<file path="src/rtl/dec_pkg.sv">
// Shared definitions for the decoder-select round-robin arbiter.
package dec_pkg;

  localparam int NUM_REQ = 3;
  localparam int SEL_W   = 3;
  localparam int PTR_W   = 2;

  typedef enum logic [1:0] {
    ST_IDLE  = 2'd0,
    ST_GRANT = 2'd1,
    ST_GAP   = 2'd2
  } state_e;

endpackage

</file>
<file path="src/rtl/rr_pick3.sv">
// Combinational round-robin pick among three requesters.
// Search order is ptr+1, ptr+2, ptr (mod 3); ptr is the last grantee.
module rr_pick3
  import dec_pkg::*;
(
  input  logic [NUM_REQ-1:0] req,
  input  logic [PTR_W-1:0]   ptr,
  output logic [NUM_REQ-1:0] win_oh,
  output logic [PTR_W-1:0]   win_idx,
  output logic               win_any
);

  always_comb begin
    logic             found;
    logic [PTR_W-1:0] cand;
    // NOTE: every output gets a default before any conditional update,
    // otherwise the tool infers a latch to hold the old value.
    win_oh  = '0;
    win_idx = '0;
    win_any = |req;
    found   = 1'b0;
    cand    = '0;
    for (int k = 1; k <= NUM_REQ; k++) begin
      cand = PTR_W'((32'(ptr) + 32'(k)) % NUM_REQ);
      if (!found && req[cand]) begin
        found        = 1'b1;
        win_idx      = cand;
        win_oh[cand] = 1'b1;
      end
    end
  end

endmodule

</file>
<file path="src/rtl/dec_sel_arbiter.sv">
// Round-robin owner of the 3-to-8 decoder select lines: bounded dwell per
// grant and a one-cycle dead gap between consecutive owners.
module dec_sel_arbiter
  import dec_pkg::*;
#(
  parameter int HOLD_CYC = 4,
  parameter int CNT_W    = 8
) (
  input  logic               sys_clk,
  input  logic               sys_rst_n,
  input  logic [NUM_REQ-1:0] req,
  input  logic [SEL_W-1:0]   code0,
  input  logic [SEL_W-1:0]   code1,
  input  logic [SEL_W-1:0]   code2,
  output logic [NUM_REQ-1:0] grant,
  output logic [SEL_W-1:0]   sel,
  output logic               sel_vld,
  output logic               busy
);

  if (HOLD_CYC < 1 || longint'(HOLD_CYC) > ((longint'(1) << CNT_W) - 1)) begin : g_bad_hold
    $error("dec_sel_arbiter: HOLD_CYC out of range for CNT_W");
  end

  state_e             r_state,   w_state_nxt;
  logic [CNT_W-1:0]   r_cnt,     w_cnt_nxt;
  logic [PTR_W-1:0]   r_ptr,     w_ptr_nxt;
  logic [NUM_REQ-1:0] r_grant,   w_grant_nxt;
  logic [SEL_W-1:0]   r_sel,     w_sel_nxt;
  logic               r_sel_vld, w_sel_vld_nxt;
  logic               r_busy,    w_busy_nxt;

  logic [NUM_REQ-1:0] w_win_oh;
  logic [PTR_W-1:0]   w_win_idx;
  logic               w_win_any;
  logic [SEL_W-1:0]   w_win_code;

  rr_pick3 u_pick (
    .req     (req),
    .ptr     (r_ptr),
    .win_oh  (w_win_oh),
    .win_idx (w_win_idx),
    .win_any (w_win_any)
  );

  always_comb begin
    case (w_win_idx)
      2'd0:    w_win_code = code0;
      2'd1:    w_win_code = code1;
      default: w_win_code = code2;
    endcase
  end

  always_comb begin
    w_state_nxt   = r_state;
    w_cnt_nxt     = r_cnt;
    w_ptr_nxt     = r_ptr;
    w_grant_nxt   = r_grant;
    w_sel_nxt     = r_sel;
    w_sel_vld_nxt = r_sel_vld;

    case (r_state)
      ST_IDLE, ST_GAP: begin
        if (w_win_any) begin
          w_state_nxt   = ST_GRANT;
          w_grant_nxt   = w_win_oh;
          w_sel_nxt     = w_win_code;
          w_sel_vld_nxt = 1'b1;
          w_cnt_nxt     = CNT_W'(HOLD_CYC - 1);
          w_ptr_nxt     = w_win_idx;
        end else begin
          w_state_nxt   = ST_IDLE;
          w_grant_nxt   = '0;
          w_sel_nxt     = '0;
          w_sel_vld_nxt = 1'b0;
        end
      end

      ST_GRANT: begin
        // sel stays frozen; only dwell expiry or the grantee dropping req ends it.
        if (r_cnt == '0 || (req & r_grant) == '0) begin
          w_state_nxt   = ST_GAP;
          w_grant_nxt   = '0;
          w_sel_nxt     = '0;
          w_sel_vld_nxt = 1'b0;
        end else begin
          w_cnt_nxt = r_cnt - CNT_W'(1);
        end
      end

      default: begin
        w_state_nxt   = ST_IDLE;
        w_grant_nxt   = '0;
        w_sel_nxt     = '0;
        w_sel_vld_nxt = 1'b0;
      end
    endcase

    w_busy_nxt = (w_state_nxt != ST_IDLE);
  end

  // NOTE: state is updated with non-blocking assignments so every register
  // samples the pre-edge values, independent of statement order.
  always_ff @(posedge sys_clk or negedge sys_rst_n) begin
    if (!sys_rst_n) begin
      r_state   <= ST_IDLE;
      r_cnt     <= '0;
      r_ptr     <= 2'd2;
      r_grant   <= '0;
      r_sel     <= '0;
      r_sel_vld <= 1'b0;
      r_busy    <= 1'b0;
    end else begin
      r_state   <= w_state_nxt;
      r_cnt     <= w_cnt_nxt;
      r_ptr     <= w_ptr_nxt;
      r_grant   <= w_grant_nxt;
      r_sel     <= w_sel_nxt;
      r_sel_vld <= w_sel_vld_nxt;
      r_busy    <= w_busy_nxt;
    end
  end

  assign grant   = r_grant;
  assign sel     = r_sel;
  assign sel_vld = r_sel_vld;
  assign busy    = r_busy;

endmodule

</file>
<file path="config.mk">
export PLATFORM = sky130hd
export DESIGN_NAME = dec_sel_arbiter
export DESIGN_NICKNAME = d
export VERILOG_FILES = /design/src/rtl/dec_pkg.sv /design/src/rtl/rr_pick3.sv /design/src/rtl/dec_sel_arbiter.sv
export SDC_FILE = /design/constraint.sdc
export NUM_CORES = 1
export LEC_CHECK = 0
export ABC_AREA = 0
export CELL_PAD_IN_SITES_DETAIL_PLACEMENT = 0
export CELL_PAD_IN_SITES_GLOBAL_PLACEMENT = 2
export CORE_MARGIN = 5
export CORE_UTILIZATION = 30
export CTS_BUF_LIST = sky130_fd_sc_hd__clkbuf_4 sky130_fd_sc_hd__clkbuf_8 sky130_fd_sc_hd__clkbuf_16
export CTS_CLUSTER_DIAMETER = 50
export DETAILED_ROUTE_END_ITERATION = 7
export DONT_BUFFER_PORTS = 1
export PLACE_DENSITY = 0.66
export SETUP_SLACK_MARGIN = 0.15
export SYNTH_ARGS = -nofsm -noshare
export SYNTH_HDL_FRONTEND = slang
export SYNTH_SLANG_ARGS = --single-unit
export TNS_END_PERCENT = 10
</file>
<file path="constraint.sdc">
create_clock -name sys_clk -period 1.9 [get_ports sys_clk]
set_input_delay 0.095 -clock sys_clk [delete_from_list [all_inputs] [get_ports sys_clk]]
set_output_delay 0.095 -clock sys_clk [all_outputs]
set_load 0.005 [all_outputs]
</file>
==> flow_summary.json <==
{
  "status": "finished with violations",
  "violations": "negative setup slack",
  "grt_pass1_wl_um": 5490,
  "post-route-period-util_pct": 104,
  "syn-cell-area_sq_um": 1210,
  "p_switching_uw": 814,
  "routed_wl_um": 3120,
  "pre_cts_ws_ps": -103,
  "grt_util_all_layers_pct": 13.0,
  "reg2regPathDepth": 7,
  "drv_cap": 0,
  "fp.dieH_um": 73.6,
  "clock-sinks": 20,
  "r2r_slack_ps": -80,
  "hold_violations": 0,
  "grt_setup_unrepaired": "yes",
  "async_flop_share_pct": 100,
  "wire_per_inst_um": 16.1,
  "fin_skew_ps": 8.99,
  "cts_tree": "built",
  "yosysTopAreaCellShare_pct": 39.1,
  "ys.flop_type": "dfrtp_1",
  "fin_ws_ps": -75.7,
  "synth_cell_types": 42,
  "hpwl_um": 2300,
  "synth_common_cells": "19 x dfrtp_1, 11 x nor2_1, 10 x nand2_1",
  "drtIter0Drc": 47,
  "critPathMaxFanout": 4,
  "synthToLayoutAreaGrowth_pct": 33.2,
  "core-area_sq_um": 3970,
  "rr_endpoint": "sel[2]",
  "cts-root-buf": "clkbuf_8",
  "via_count": 1017,
  "synth_edf_count": 0,
  "avgViaCountPerCell": 5.24,
  "total_power_mw": 2.17,
  "ir_drop_mv": 0.512,
  "criticalPathCategory": "reg2reg",
  "clock_path_buffers": 2,
  "syn-num-nets": 140,
  "dieArea_sq_um": 5420,
  "pwr-share-comb_pct": 49.9,
  "synth_area_leader_cell": "dfrtp_1",
  "rows": 23,
  "clk_pin_slew_ps": 80,
  "initial_core_util_pct": 30.6,
  "hp-start": "code1[2]",
  "total_leakage_power_nw": 0.685,
  "place_congestion": 0.897,
  "slew_headroom_pct": 35.7,
  "synth_area_leaders": "dfrtp_1 39%, ha_1 5.1%, mux2i_1 4.1%, nor2_1 3.4%, a221o_1 3.3%",
  "multi_input_area_sq_um": 766,
  "synthCells": 121,
  "htreeDepth": 1,
  "maxSlewViolCount": 0,
  "diodes": 0,
  "yosysMostFrequentCell": "dfrtp_1",
  "antenna_left": 0,
  "setup_viol": 4,
  "synth_area_per_cell_sq_um": 10.0,
  "critPathCaptureType": "flop",
  "crit_end": "sel[2]",
  "drive_above_1_share_pct": 35.4,
  "fin_nets": 164,
  "synth_seq_cells": 20,
  "seq_power_share_pct": 30.2,
  "worstPathRequired_ps": 2060,
  "port_buffers": 0,
  "synth-seq-area-share_pct": 41.3,
  "dr.pass1.iters": 4,
  "register_area_sq_um": 502,
  "grt_pass1_vias": 1058,
  "io_pins": 22,
  "antenna_found_initial": 0,
  "r2r-start": "r_ptr[1]",
  "grt.overflow.total": 0,
  "drc": 0,
  "fp.dieW_um": 73.6,
  "nFillCells": 396,
  "p_int_mw": 1.35,
  "tightest_slew_ps": 962,
  "finish.instance_area_sq_um": 1620,
  "postPlaceCellArea_sq_um": 1400,
  "grt_max_degree": 21,
  "p_sw_share_pct": 37.6,
  "cellPowerDensity_nw_per_um2": 1340,
  "crit_start": "r_ptr[1]",
  "cts-buffers-inserted": 3,
  "ys_warn_count": 0,
  "worstSetupStartpointType": "flop",
  "fin_crit_ps": 1980,
  "hold_path_class": "in2reg",
  "p_clk_share_pct": 19.9,
  "crit_arrival_ps": 2130,
  "clkLatencyLatePin_ps": 260,
  "clock.fmax_mhz": 506
}
-- cell families (layout without fill, tap and decap cells) --
kind of cell,after synthesis,in the layout,synth area share [%]
xor gates and xnor gates,5,5,3.61
AOI/OAI and AO/OA,30,30,19.5
adders and majority gates,5,5,5.15
buffers and inverters,12,35,5.05
muxes,6,6,5.05
and+or+nand+nor,43,43,20.4
DFF,20,20,41.3
-- state kept, by name, indices dropped and copies added (netlist names) --
name	cells
grant	3
busy	1
sel	3
r_cnt	8
r_ptr	2
r_state	2
sel_vld	1
-- placed cells by master, fill, tap and decap left out, types with 2 or more instances in the layout --
master         instances
a22o_1                 2
nand2b_1               2
buf_4                 18
inv_1                  5
mux2i_1                3
clkbuf_8               3
nand2_1               10
inv_2                  3
a31oi_1                2
nor3_1                 4
a221o_1                4
o211ai_1               2
a21oi_1                3
dfrtp_1               19
o21ai_0                3
o2111ai_2              3
nor2_1                 9
xor2_1                 3
or2_2                  2
dlygate4sd3_1          4
ha_4                   3
nor2_2                 2
nand3_1                3
xnor2_1                2
-- through the flow --
step / setup TNS [ps] / util (%) / std cells / hold WS [ps]
3_5_place_dp: -375 / 35.2 / 183 / -200
6_report: -197 / 40.7 / 194 / 132
4_1_cts: -143 / 40.3 / 194 / 123
5_1_grt: -663 / 40.7 / 194 / 157
3_3_place_gp: -191 / 35.2 / 183 / -200
2_1_floorplan: 0 / - / 121 / -201
-- how the worst min path moves through the flow --
stage          endpoint  cells after the start
2_1_floorplan      busy                      0
4_1_cts          sel[2]                      3
3_5_place_dp   grant[2]                      0
6_report         sel[2]                      3
3_3_place_gp   grant[2]                      0
5_1_grt          sel[1]                      3
-- critical path, stage by stage, from the launching register on --
cell and delay (ps):
dfstp_2 570, inv_2 60, ha_2 180, mux2_2 290, o211ai_1 110, nand3_2 200, mux2i_1 160, a221o_2 290
-- area by class of cell --
class / instances / share of cell area (%)
Clock buffer: 3 / 2.55
Clock inverter: 1 / 1.86
Inverter: 8 / 1.86
Multi-Input combinational cell: 89 / 47.3
Sequential cell: 20 / 31.0
Tap cell: 50 / 3.87
Timing Repair Buffer: 23 / 11.5
-- power by group through the flow --
stage	Combinational (mW)	Clock (mW)	Sequential [mW]
finish	1.08	0.431	0.655
global route	1.19	0.462	0.672
CTS	1.07	0.448	0.657
detailed placement	0.946	0	0.664
global placement	0.946	0	0.660
floorplan	0.687	0	0.653
-- layer usage --
| metal | vias up | wire length, um | global-route usage (%) |
|---|---|---|---|
| met4 | 0 | 13 | 2.41 |
| li1 | 484 | - | - |
| met5 | - | 0 | 0 |
| met1 | 488 | 1430 | 17.5 |
| met2 | 43 | 1390 | 20.0 |
| met3 | 2 | 288 | 5.06 |
-- repair_timing --
action                                  4_1_cts  5_1_grt
pin swaps                                    11        7
hold buffers                                  4        0
resized for setup                            12        6
hold endpoints to repair                     23        0
setup buffers                                 3        0
endpoints found under the setup margin       15       12
No activity file was read; power rests on OpenSTA's default activity.
